<file path="src/rtl/lynxTypes.sv">
// lynxTypes: shared types and constants for the stream RLE encoder.
// Holds the FSM state enum, header field layout and default run limit.
package lynxTypes;

    localparam int AXI_DATA_BITS = 512;
    localparam int AXI_ID_BITS   = 6;

    localparam int RLE_LEN_LSB  = 0;
    localparam int RLE_LEN_BITS = 32;

    localparam int unsigned RUN_MAX_DEFAULT = 32'd65535;

    typedef enum logic [1:0] {
        ST_IDLE      = 2'd0,
        ST_ACCUM     = 2'd1,
        ST_EMIT_HDR  = 2'd2,
        ST_EMIT_DATA = 2'd3
    } rle_state_e;

endpackage

</file>
<file path="src/rtl/AXI4SR.sv">
// AXI4SR: AXI4-Stream bundle with tid, used between streaming stages.
// Modport s is the consumer side, modport m the producer side.
interface AXI4SR #(
    parameter int DATA_BITS = lynxTypes::AXI_DATA_BITS
) ();

    logic [DATA_BITS-1:0]             tdata;
    logic [DATA_BITS/8-1:0]           tkeep;
    logic [lynxTypes::AXI_ID_BITS-1:0] tid;
    logic                             tlast;
    logic                             tvalid;
    logic                             tready;

    modport s (
        input  tdata,
        input  tkeep,
        input  tid,
        input  tlast,
        input  tvalid,
        output tready
    );

    modport m (
        output tdata,
        output tkeep,
        output tid,
        output tlast,
        output tvalid,
        input  tready
    );

endinterface

</file>
<file path="src/rtl/rle_out_reg.sv">
// rle_out_reg: single-entry registered AXI4SR output slice with a load strobe.
// Payload only changes on load, so it holds steady while stalled.
module rle_out_reg
    import lynxTypes::*;
#(
    parameter int DATA_BITS = AXI_DATA_BITS
) (
    input  logic                   clk,
    input  logic                   rst_n,
    input  logic                   load,
    input  logic [DATA_BITS-1:0]   ld_data,
    input  logic [DATA_BITS/8-1:0] ld_keep,
    input  logic [AXI_ID_BITS-1:0] ld_id,
    input  logic                   ld_last,
    AXI4SR.m                       axis_out
);

    localparam int KEEP_BITS = DATA_BITS / 8;

    logic                   valid_q, valid_d;
    logic [DATA_BITS-1:0]   data_q, data_d;
    logic [KEEP_BITS-1:0]   keep_q, keep_d;
    logic [AXI_ID_BITS-1:0] id_q, id_d;
    logic                   last_q, last_d;

    // Next slice contents: drop on handshake, overwrite on load.
    always_comb begin
        valid_d = valid_q;
        data_d  = data_q;
        keep_d  = keep_q;
        id_d    = id_q;
        last_d  = last_q;
        if (valid_q && axis_out.tready) begin
            valid_d = 1'b0;
        end
        if (load) begin
            valid_d = 1'b1;
            data_d  = ld_data;
            keep_d  = ld_keep;
            id_d    = ld_id;
            last_d  = ld_last;
        end
    end

    // Slice registers.
    always_ff @(posedge clk or negedge rst_n) begin
        if (!rst_n) begin
            valid_q <= 1'b0;
            data_q  <= '0;
            keep_q  <= '0;
            id_q    <= '0;
            last_q  <= 1'b0;
        end else begin
            valid_q <= valid_d;
            data_q  <= data_d;
            keep_q  <= keep_d;
            id_q    <= id_d;
            last_q  <= last_d;
        end
    end

    assign axis_out.tvalid = valid_q;
    assign axis_out.tdata  = data_q;
    assign axis_out.tkeep  = keep_q;
    assign axis_out.tid    = id_q;
    assign axis_out.tlast  = last_q;

endmodule

</file>
<file path="src/rtl/stream_rle_encoder.sv">
// stream_rle_encoder: collapses repeated AXI4SR beats into header+data runs.
// Define RLE_STATS_EN to add the stat_in_beats/stat_out_beats/stat_runs ports.
module stream_rle_encoder
    import lynxTypes::*;
#(
    parameter int          DATA_BITS = AXI_DATA_BITS,
    parameter int unsigned RUN_MAX   = RUN_MAX_DEFAULT
) (
    input  logic        clk,
    input  logic        rst_n,
    AXI4SR.s            axis_in,
`ifdef RLE_STATS_EN
    output logic [63:0] stat_in_beats,
    output logic [63:0] stat_out_beats,
    output logic [31:0] stat_runs,
`endif
    AXI4SR.m            axis_out
);

    localparam int KEEP_BITS = DATA_BITS / 8;

    rle_state_e state_q, state_d;

    logic [RLE_LEN_BITS-1:0] count_q, count_d;
    logic                    in_rdy_q, in_rdy_d;

    logic [DATA_BITS-1:0]    held_data_q, held_data_d;
    logic [KEEP_BITS-1:0]    held_keep_q, held_keep_d;
    logic [AXI_ID_BITS-1:0]  held_id_q, held_id_d;
    logic                    held_last_q, held_last_d;

    logic                    pend_v_q, pend_v_d;
    logic [DATA_BITS-1:0]    pend_data_q, pend_data_d;
    logic [KEEP_BITS-1:0]    pend_keep_q, pend_keep_d;
    logic [AXI_ID_BITS-1:0]  pend_id_q, pend_id_d;
    logic                    pend_last_q, pend_last_d;

    logic                    in_hs;
    logic                    out_hs;
    logic                    held_open;
    logic                    run_full;
    logic                    in_match;
    logic                    extend;
    logic                    close_now;

    logic                    out_load;
    logic [DATA_BITS-1:0]    out_data;
    logic [KEEP_BITS-1:0]    out_keep;
    logic [AXI_ID_BITS-1:0]  out_id;
    logic                    out_last;
    logic [DATA_BITS-1:0]    hdr_data;

    assign in_hs  = axis_in.tvalid && in_rdy_q;
    assign out_hs = axis_out.tvalid && axis_out.tready;

    assign held_open = (held_keep_q == {KEEP_BITS{1'b1}}) && !held_last_q;
    assign run_full  = (count_q == RLE_LEN_BITS'(RUN_MAX));
    assign in_match  = held_open && !run_full
                    && (axis_in.tdata == held_data_q)
                    && (axis_in.tkeep == held_keep_q)
                    && (axis_in.tid == held_id_q);
    assign extend    = in_hs && in_match;
    assign close_now = !held_open || run_full;

    assign axis_in.tready = in_rdy_q;

    // State, run counter, held/pending beats and input ready.
    always_ff @(posedge clk or negedge rst_n) begin
        if (!rst_n) begin
            state_q     <= ST_IDLE;
            count_q     <= '0;
            in_rdy_q    <= 1'b0;
            held_data_q <= '0;
            held_keep_q <= '0;
            held_id_q   <= '0;
            held_last_q <= 1'b0;
            pend_v_q    <= 1'b0;
            pend_data_q <= '0;
            pend_keep_q <= '0;
            pend_id_q   <= '0;
            pend_last_q <= 1'b0;
        end else begin
            state_q     <= state_d;
            count_q     <= count_d;
            in_rdy_q    <= in_rdy_d;
            held_data_q <= held_data_d;
            held_keep_q <= held_keep_d;
            held_id_q   <= held_id_d;
            held_last_q <= held_last_d;
            pend_v_q    <= pend_v_d;
            pend_data_q <= pend_data_d;
            pend_keep_q <= pend_keep_d;
            pend_id_q   <= pend_id_d;
            pend_last_q <= pend_last_d;
        end
    end

    // Next state: a run closes on mismatch, full count, tlast or partial keep.
    always_comb begin
        state_d = state_q;
        unique case (state_q)
            ST_IDLE: begin
                if (in_hs) state_d = ST_ACCUM;
            end
            ST_ACCUM: begin
                if (close_now || (in_hs && !extend)) state_d = ST_EMIT_HDR;
            end
            ST_EMIT_HDR: begin
                if (out_hs) state_d = ST_EMIT_DATA;
            end
            ST_EMIT_DATA: begin
                if (out_hs) state_d = pend_v_q ? ST_ACCUM : ST_IDLE;
            end
            default: state_d = ST_IDLE;
        endcase
    end

    // Header beat: run length in the low field, everything else zero.
    always_comb begin
        hdr_data = '0;
        hdr_data[RLE_LEN_LSB +: RLE_LEN_BITS] = count_q;
    end

    // Outputs: input ready follows the next state; output slice loads.
    always_comb begin
        in_rdy_d = (state_d == ST_IDLE) || (state_d == ST_ACCUM);
        out_load = 1'b0;
        out_data = hdr_data;
        out_keep = {KEEP_BITS{1'b1}};
        out_id   = held_id_q;
        out_last = 1'b0;
        unique case (state_q)
            ST_ACCUM: begin
                out_load = (state_d == ST_EMIT_HDR);
            end
            ST_EMIT_HDR: begin
                if (out_hs) begin
                    out_load = 1'b1;
                    out_data = held_data_q;
                    out_keep = held_keep_q;
                    out_last = held_last_q;
                end
            end
            default: ;
        endcase
    end

    // Run datapath: capture, extend, park a mismatching beat, reload it.
    always_comb begin
        count_d     = count_q;
        held_data_d = held_data_q;
        held_keep_d = held_keep_q;
        held_id_d   = held_id_q;
        held_last_d = held_last_q;
        pend_v_d    = pend_v_q;
        pend_data_d = pend_data_q;
        pend_keep_d = pend_keep_q;
        pend_id_d   = pend_id_q;
        pend_last_d = pend_last_q;
        unique case (state_q)
            ST_IDLE: begin
                if (in_hs) begin
                    held_data_d = axis_in.tdata;
                    held_keep_d = axis_in.tkeep;
                    held_id_d   = axis_in.tid;
                    held_last_d = axis_in.tlast;
                    count_d     = 32'd1;
                end
            end
            ST_ACCUM: begin
                if (extend) begin
                    count_d     = count_q + 32'd1;
                    held_last_d = axis_in.tlast;
                end else if (in_hs) begin
                    pend_v_d    = 1'b1;
                    pend_data_d = axis_in.tdata;
                    pend_keep_d = axis_in.tkeep;
                    pend_id_d   = axis_in.tid;
                    pend_last_d = axis_in.tlast;
                end
            end
            ST_EMIT_DATA: begin
                if (out_hs) begin
                    if (pend_v_q) begin
                        held_data_d = pend_data_q;
                        held_keep_d = pend_keep_q;
                        held_id_d   = pend_id_q;
                        held_last_d = pend_last_q;
                        count_d     = 32'd1;
                        pend_v_d    = 1'b0;
                    end else begin
                        count_d = '0;
                    end
                end
            end
            default: ;
        endcase
    end

    rle_out_reg #(
        .DATA_BITS (DATA_BITS)
    ) u_out_reg (
        .clk      (clk),
        .rst_n    (rst_n),
        .load     (out_load),
        .ld_data  (out_data),
        .ld_keep  (out_keep),
        .ld_id    (out_id),
        .ld_last  (out_last),
        .axis_out (axis_out)
    );

`ifdef RLE_STATS_EN
    logic [63:0] st_in_q, st_in_d;
    logic [63:0] st_out_q, st_out_d;
    logic [31:0] st_runs_q, st_runs_d;
    logic        run_done;

    assign run_done = (state_q == ST_EMIT_DATA) && out_hs;

    // Free-running statistics, wrapping at their width.
    always_comb begin
        st_in_d   = st_in_q + {63'd0, in_hs};
        st_out_d  = st_out_q + {63'd0, out_hs};
        st_runs_d = st_runs_q + {31'd0, run_done};
    end

    // Statistics registers.
    always_ff @(posedge clk or negedge rst_n) begin
        if (!rst_n) begin
            st_in_q   <= '0;
            st_out_q  <= '0;
            st_runs_q <= '0;
        end else begin
            st_in_q   <= st_in_d;
            st_out_q  <= st_out_d;
            st_runs_q <= st_runs_d;
        end
    end

    assign stat_in_beats  = st_in_q;
    assign stat_out_beats = st_out_q;
    assign stat_runs      = st_runs_q;
`endif

endmodule
</file>
<file path="src/flat_wrapper.sv">
// flat-port wrapper written by rule: the top's interface ports become plain ports
module stream_rle_encoder_flat import lynxTypes::*;
#(
    parameter int          DATA_BITS = AXI_DATA_BITS,
    parameter int unsigned RUN_MAX   = RUN_MAX_DEFAULT
)
  (clk, rst_n, axis_in_tdata, axis_in_tkeep, axis_in_tid, axis_in_tlast, axis_in_tvalid, axis_in_tready, axis_out_tdata, axis_out_tkeep, axis_out_tid, axis_out_tlast, axis_out_tvalid, axis_out_tready);
  AXI4SR #(.DATA_BITS(DATA_BITS)) axis_in_i ();
  AXI4SR #(.DATA_BITS(DATA_BITS)) axis_out_i ();
  input  logic clk;
  input  logic rst_n;
  input wire logic [$bits(axis_in_i.tdata)-1:0] axis_in_tdata;
  input wire logic [$bits(axis_in_i.tkeep)-1:0] axis_in_tkeep;
  input wire logic [$bits(axis_in_i.tid)-1:0] axis_in_tid;
  input wire logic [$bits(axis_in_i.tlast)-1:0] axis_in_tlast;
  input wire logic [$bits(axis_in_i.tvalid)-1:0] axis_in_tvalid;
  output wire logic [$bits(axis_in_i.tready)-1:0] axis_in_tready;
  output wire logic [$bits(axis_out_i.tdata)-1:0] axis_out_tdata;
  output wire logic [$bits(axis_out_i.tkeep)-1:0] axis_out_tkeep;
  output wire logic [$bits(axis_out_i.tid)-1:0] axis_out_tid;
  output wire logic [$bits(axis_out_i.tlast)-1:0] axis_out_tlast;
  output wire logic [$bits(axis_out_i.tvalid)-1:0] axis_out_tvalid;
  input wire logic [$bits(axis_out_i.tready)-1:0] axis_out_tready;
  assign axis_in_i.tdata = axis_in_tdata;
  assign axis_in_i.tkeep = axis_in_tkeep;
  assign axis_in_i.tid = axis_in_tid;
  assign axis_in_i.tlast = axis_in_tlast;
  assign axis_in_i.tvalid = axis_in_tvalid;
  assign axis_in_tready = axis_in_i.tready;
  assign axis_out_tdata = axis_out_i.tdata;
  assign axis_out_tkeep = axis_out_i.tkeep;
  assign axis_out_tid = axis_out_i.tid;
  assign axis_out_tlast = axis_out_i.tlast;
  assign axis_out_tvalid = axis_out_i.tvalid;
  assign axis_out_i.tready = axis_out_tready;
  stream_rle_encoder #(.DATA_BITS(DATA_BITS), .RUN_MAX(RUN_MAX)) u_core (.clk(clk), .rst_n(rst_n), .axis_in(axis_in_i), .axis_out(axis_out_i));
endmodule
</file>
<file path="config.mk">
export PLATFORM = sky130hd
export DESIGN_NAME = stream_rle_encoder_flat
export DESIGN_NICKNAME = d
export VERILOG_FILES = /design/src/rtl/lynxTypes.sv /design/src/rtl/AXI4SR.sv /design/src/rtl/rle_out_reg.sv /design/src/rtl/stream_rle_encoder.sv /design/src/flat_wrapper.sv
export SDC_FILE = /design/constraint.sdc
export NUM_CORES = 2
export LEC_CHECK = 0
export CORE_AREA = 2 2 460 462
export DETAILED_ROUTE_END_ITERATION = 16
export DIE_AREA = 0 0 462 464
export GPL_TIMING_DRIVEN = 0
export PLACE_DENSITY = 0.64
export SYNTH_ARGS = -nofsm -noshare
export SYNTH_HDL_FRONTEND = slang
export SYNTH_HIERARCHICAL = 1
export SYNTH_SLANG_ARGS = --single-unit
</file>
<file path="constraint.sdc">
create_clock -name clk -period 6.8 [get_ports clk]
set_clock_uncertainty 0.05 [all_clocks]
set_input_delay 1.36 -clock clk [delete_from_list [all_inputs] [get_ports clk]]
set_output_delay 1.36 -clock clk [all_outputs]
set_load 0.01 [all_outputs]
</file>
---- Yosys cells after proc, flatten, opt, wreduce, memory -nomap -nowiden ----
Index checks and enable logic that the tools add are counted.
word-level totals
  output and inout bits ................... 585
  input port bits ......................... 587
  word-level logic and storage cells ...... 103
  flip-flop bits (word level) ............. 1786
operators by class
  mux-type cells .......................... 41
  bitwise gates (word level) .............. 1
  eq/ne operators ......................... 16
  reductions and logical operators ........ 27
  add/sub/neg operators ................... 1
operators with widths
  operator               count
  $mux 512               5
  $pmux 512 s2           1
  $eq 512x512->1         1
  $mux 64                5
  $pmux 64 s2            1
  $mux 32                3
  $pmux 32 s3            1
  $eq 64x64->1           1
  $eq 64x64->1 const B   1
  $add 32x1->32 const B  1
  $eq 32x16->1 const B   1
  $mux 6                 3
  $mux 1                 13
  $pmux 6 s2             1
  $reduce_and 4->1       3
  $ne 2x1->1 const B     5
  $logic_and 1x1->1      9
  $mux 2                 4
  $pmux 2 s4             1
  $eq 2x2->1 const B     3
  $eq 6x6->1             1
  $reduce_bool 2->1      3
  $reduce_and 5->1       1
  $eq 2x1->1 const B     2
  9 further kinds        16

---- Longest topological paths before layout ----
  word-level depth ........................ 15
  gate-level depth with buffers ........... 15

---- Cells and area by module ----
Netlist, hierarchy kept.
modules (own cells, without submodules)
  module              area each (sq um)  instances  cells each
  stream_rle_encoder  60311.6            1          5451
  rle_out_reg         21972.3            1          1234

---- Worst setup path before layout ----
No wires, ideal clock.
  path kind ............................... input -> register
  from .................................... in axis_in_tdata[411]
  to ...................................... reg u_core.u_out_reg.data_q[10], in the netlist u_core/u_out_reg/axis_out.tdata[10]
  required time ........................... 6.625 ns
  library setup time ...................... 0.125 ns
  arrival ................................. 4.467 ns
  setup slack ............................. 2.158 ns
  stages .................................. 14
  cells stage by stage .................... nor2b_1 > a2111o_1 > nor4_1 > nand4_1 > or4_1 > nor4_4 > nor2_1 > o311ai_0 > a211oi_1 > o21a_1 > buf_6 > buf_6 > clkbuf_8 > mux2_2
between the ends
  cells in the longest elaborated chain, start to end .. 12
RTL lines
  what                  line                       source
  from (decl)           flat_wrapper.sv:12         input wire logic [$bits(axis_in_i.tdata)-1:0] axis_in_tdata;
  $eq 512x512->1        stream_rle_encoder.sv:59   && (axis_in.tdata == held_data_q)
  $logic_and 1x1->1     stream_rle_encoder.sv:59
  $logic_and 1x1->1     stream_rle_encoder.sv:60   && (axis_in.tkeep == held_keep_q)
  $logic_and 1x1->1     stream_rle_encoder.sv:61   && (axis_in.tid == held_id_q);
  $logic_and 1x1->1     stream_rle_encoder.sv:62   assign extend = in_hs && in_match;
  $logic_not 1->1       stream_rle_encoder.sv:106  if (close_now || (in_hs && !extend)) state_d = ST_EMIT_HDR;
  $logic_and 1x1->1     stream_rle_encoder.sv:106
  $logic_or 1x1->1      stream_rle_encoder.sv:106
  $mux 2                stream_rle_encoder.sv:106
  $pmux 2 s4            stream_rle_encoder.sv:101  unique case (state_q)
  $eq 2x2->1            stream_rle_encoder.sv:134  out_load = (state_d == ST_EMIT_HDR);
  $pmux 1 s2            stream_rle_encoder.sv:132  unique case (state_q)
  via u_core.out_load   stream_rle_encoder.sv:46   logic out_load;
  to (signal assigned)  rle_out_reg.sv:55          data_q <= data_d;
  to (decl)             rle_out_reg.sv:21          logic [DATA_BITS-1:0] data_q, data_d;
The timed path passes the listed nets, and every way through them passes these cells.
A chain may end at the register's enable or synchronous reset.

---- Final worst setup path ----
  from .................................... in axis_in_tdata[125]
  to ...................................... reg u_core.u_out_reg.data_q[506], in the netlist u_core/u_out_reg/axis_out.tdata[506]
Same word-level chain as after synthesis.

==> results.rst <==
.. list-table::
   :header-rows: 1

   * - Metric
     - Value
   * - Number of buffers created by CTS
     - 200
   * - Main synth FF type
     - sky130_fd_sc_hd__dfrtp_1
   * - Number of rows in the core area
     - around 170
   * - Final routed wirelength across all metal layers
     - ~390000 um
   * - Via count of the first global-routing pass
     - about 61k
   * - TritonRoute pass-1 iters
     - 6
   * - Number of max-slew violations in the final report
     - 17
   * - Most common library cell in the layout ignoring fill and taps
     - sky130_fd_sc_hd__dfrtp_1
   * - DP Wirelength
     - about 320000 um
   * - Net switching component of the power
     - ~0.020 W
   * - Basic-gate share of the synthesized area counting and, or, nand and nor cells
     - 9.28%
   * - Setup crit end kind
     - flip-flop
   * - Number of enable-type register cells in the synthesized netlist
     - 0
   * - Result of the run
     - complete, but fails checks
   * - Synth Area in Compound Gates
     - slightly below 4%
   * - Leak Pwr
     - 43.4 nW
   * - Storage cell area
     - ~45000 um2
   * - Hold-fix buffers, CTS
     - 0
   * - Violation count after the first detailed-route iteration
     - about 5.8k
   * - Post-CTS setup buffers
     - 0
   * - Min-Delay Path Class
     - input pin to asynchronous set/reset pin
   * - H-tree levels
     - 4
   * - GRT Overall Usage
     - 36.0%
   * - Number of maximum-capacitance violations
     - 5
   * - Width of the die
     - about 460 um
   * - Share of layout cells above drive strength 1
     - between 20% and 30%
   * - Peak supply drop
     - 0.315 mV
   * - Number of top-level pins
     - 1172
   * - Part of the cycle the worst path needs
     - 101%
   * - Placed Instances
     - ~11k
   * - Power, Total
     - between 0.04 and 0.05 W
   * - CTS Buffer Depth
     - 3
   * - Vias per std cell
     - approximately 5.5
   * - TritonCTS clock tree
     - yes
   * - Number of warning messages in the yosys log
     - 6
   * - Commonest cells after routing, fill and taps aside
     - sky130_fd_sc_hd__dfrtp_1, sky130_fd_sc_hd__mux2_2, sky130_fd_sc_hd__clkdlybuf4s50_1, sky130_fd_sc_hd__nor2_1, sky130_fd_sc_hd__a21oi_1
   * - Initial antenna violation count
     - about 200
   * - Wire length of the first global-routing pass
     - around 520000 um
   * - Synth Cell Area
     - ~82000 um2
   * - Required time reported for the critical path endpoint
     - roughly 7.5 ns
   * - Arrival time at the worst endpoint
     - 7.56 ns
   * - Time the final worst path needs with I/O delays and setup
     - around 6.9 ns
   * - Register clock-pin slew on the reported worst setup and hold paths
     - about 0.060 ns
   * - Highest achievable clock rate
     - between 0.1 and 0.15 GHz
   * - Area share of fa/ha/maj cells after synthesis
     - 0.0912%
   * - Residual DRC count
     - 0
   * - Area used by multi-input combinational logic
     - around 36000 um2
   * - RSZ-0062 raised after global routing
     - false
   * - Mux contribution to synthesized area
     - a little under a quarter
   * - Crit start category
     - input pin
   * - Largest fanout on the critical path
     - 10
   * - Non-Filler Instances
     - 11.2k
   * - Port Buffers
     - around 1.2k
   * - Post-Synth XOR/XNOR Area
     - under 10%
   * - Areal power density over the cells
     - around 450 nW/um2
   * - Final Wtd Congestion
     - roughly 1
   * - Floorplan die area
     - around 210000 um2
   * - Async set-or-reset flop fraction in the synthesized netlist
     - 100%
   * - Starting density of the core
     - 39.3%
   * - Mapped Avg Cell Area
     - 12.3 um2
   * - Core Area
     - about 210000 um2
   * - Post-Route Hold Slack
     - 0.374 ns
   * - Total congestion overflow
     - 0
   * - Remaining number of nets flagged by the antenna check after routing
     - 0
   * - Final setup violation count
     - between 90 and 100
   * - Violations in the final reports
     - max-capacitance violations, max-slew violations, negative setup slack
   * - Final count of hold timing violations
     - 0
   * - Switch share
     - between 40% and 50%
   * - Net count, final
     - just under 9k
   * - Number of library cell types mapped by synthesis
     - between 50 and 60
   * - Routed len/inst
     - between 30 and 40 um
   * - Slew at the pin closest to its max-slew limit
     - approximately 1.7 ns
   * - Share of the yosys chip area belonging to registers
     - approximately 54%
   * - Number of filler cells placed in the layout
     - about 19k
   * - Clk sinks
     - between 1.5k and 2k
   * - Sequential power share
     - between 30 and 40%
   * - Final critical-path setup slack
     - -0.0581 ns
   * - Total via count after detailed routing
     - around 60k
   * - Pin count of the biggest net entering global routing
     - about 170
   * - Post-synthesis sequential element count
     - roughly 1.8k
   * - Total internal power
     - between 0.02 and 0.03 W
   * - Clock Power Share
     - a little under a quarter
   * - Die Y-Extent
     - around 460 um
   * - Synth-to-Final Area Change
     - 27.7%
   * - Clock root buffer
     - sky130_fd_sc_hd__clkbuf_16
   * - Post-synthesis cell count
     - about 6.7k
   * - Worst slew margin relative to its limit
     - -11.3%
   * - Clock latency reported for the late side of the worst-skew pair
     - slightly below 0.9 ns
   * - Largest family of logic cells by synthesized area
     - multiplexers
   * - Logic gate share of total power
     - around 39%
   * - Class of the most critical setup path
     - input pin to flip-flop
   * - Total nets after synthesis
     - 7278
-- routing by layer --
metal | global-route usage, % | vias to the layer above | wire (um)
met3 | 10.9 | 735 | 35600
met2 | 54.3 | 2699 | 176000
li1 | - | 26000 | -
met5 | 0 | - | 709
met1 | 45.7 | 31500 | 159000
met4 | 20.4 | 112 | 23200
-- what timing repair did --
item                                    CTS  global route
pin swaps                                 0             0
endpoints found under the setup margin  560           497
gates resized for setup                   5             5
-- sequential cells by signal (all words and copies together) (netlist names) --
name,cells
u_core/held_data_q,512
u_core/pend_data_q,512
u_core/u_out_reg/axis_out.tdata,512
u_core/held_keep_q,64
u_core/pend_keep_q,64
u_core/u_out_reg/axis_out.tkeep,64
u_core/count_q,32
u_core/held_id_q,6
u_core/pend_id_q,6
u_core/u_out_reg/axis_out.tid,6
u_core/state_q,2
u_core/axis_in.tready,1
u_core/held_last_q,1
u_core/pend_last_q,1
u_core/pend_v_q,1
u_core/u_out_reg/axis_out.tlast,1
u_core/u_out_reg/axis_out.tvalid,1
-- synth_stat cells, drive strengths merged, types with 3 or more instances --
cell type     n  area [um2]
nor2b        10        62.6
nor4        132         841
nand4        84         526
nand2        27         101
clkbuf      298        1370
a2111o        3        33.8
inv          23        86.3
dfrtp      1786       44700
and3         11        68.8
ha            6        75.1
or3           4        25.0
nand3        14        70.1
and4          5        43.8
nand2b       64         400
buf          94         699
and2        488        3050
nor2        620        2330
o21ai        10        50.1
mux2i       583        5840
o22ai         6        37.5
nor3          9        45.0
xor2        444        3890
mux2       1199       13500
a21oi       595        2980
xnor2       144        1260
-- layout make-up --
type,count,area share (%)
flip-flops and latches,1786,42.5
multi-input cells,4484,33.9
repair buffers,1195,11.6
clock buffers,301,5.58
well taps,2805,3.34
plain buffers,392,1.97
clock inverters,60,0.765
diodes,104,0.248
inverters,23,0.0822
-- worst paths after layout --
check | start | depth (start not counted) | endpoint | slack, ns
max in group asynchronous | rst_n | 6 | u_core/pend_keep_q[18] | 2.37
min in group clk | u_core/pend_data_q[227] | 1 | u_core/pend_data_q[227] | 0.45
min | rst_n | 1 | u_core/u_out_reg/axis_out.tdata[426] | 0.37
max | axis_in_tdata[125] | 15 | u_core/u_out_reg/axis_out.tdata[506] | -0.06
max reg2reg | u_core/held_data_q[125] | 14 | u_core/u_out_reg/axis_out.tdata[506] | 0.48
min reg2reg | u_core/pend_data_q[227] | 1 | u_core/pend_data_q[227] | 0.45
-- metrics by stage --
stage | TNS (ns) | area [um2] | setup slack [ns] | utilization, %
CTS | 0 | 105000 | 0.0505 | 50.1
global route | 0 | 105000 | 0.0278 | 50.2
global placement | - | 97500 | -78.74 | 46.6
detailed placement | -984.48 | 98100 | -1.11 | 46.9
floorplan | 0 | 82300 | 2.16 | -
finish | -1.97 | 105000 | -0.0581 | 50.2
-- critical path, stage by stage --
cell	delay, ns
sky130_fd_sc_hd__clkdlybuf4s50_1	0.45
sky130_fd_sc_hd__xnor2_1	0.69
sky130_fd_sc_hd__nand4_1	0.75
sky130_fd_sc_hd__nor4_1	0.45
sky130_fd_sc_hd__nand4_1	0.32
sky130_fd_sc_hd__or4_1	0.56
sky130_fd_sc_hd__nor4_4	0.87
sky130_fd_sc_hd__nor2_1	0.19
sky130_fd_sc_hd__o311ai_0	0.41
sky130_fd_sc_hd__a211oi_1	0.18
sky130_fd_sc_hd__o21a_1	0.28
sky130_fd_sc_hd__buf_6	0.20
sky130_fd_sc_hd__buf_6	0.22
sky130_fd_sc_hd__buf_6	0.21
sky130_fd_sc_hd__mux2_2	0.30
-- kinds of logic after synthesis --
family	Yosys count
flops	1786
xor+xnor	588
compound gates	631
fa+ha+maj	6
simple gates	1477
buf+inv	415
mux	1782
-- power groups by stage --
| stage | Clock, W | Combinational (W) | Sequential, W |
|---|---|---|---|
| floorplan | 0 | 0.00927 | 0.0169 |
| global placement | 0 | 0.0174 | 0.0179 |
| detailed placement | 0 | 0.0179 | 0.0178 |
| CTS | 0.0113 | 0.0180 | 0.0177 |
| global route | 0.0117 | 0.0189 | 0.0182 |
| finish | 0.0111 | 0.0182 | 0.0178 |
Power figures use the tool's default switching activity.
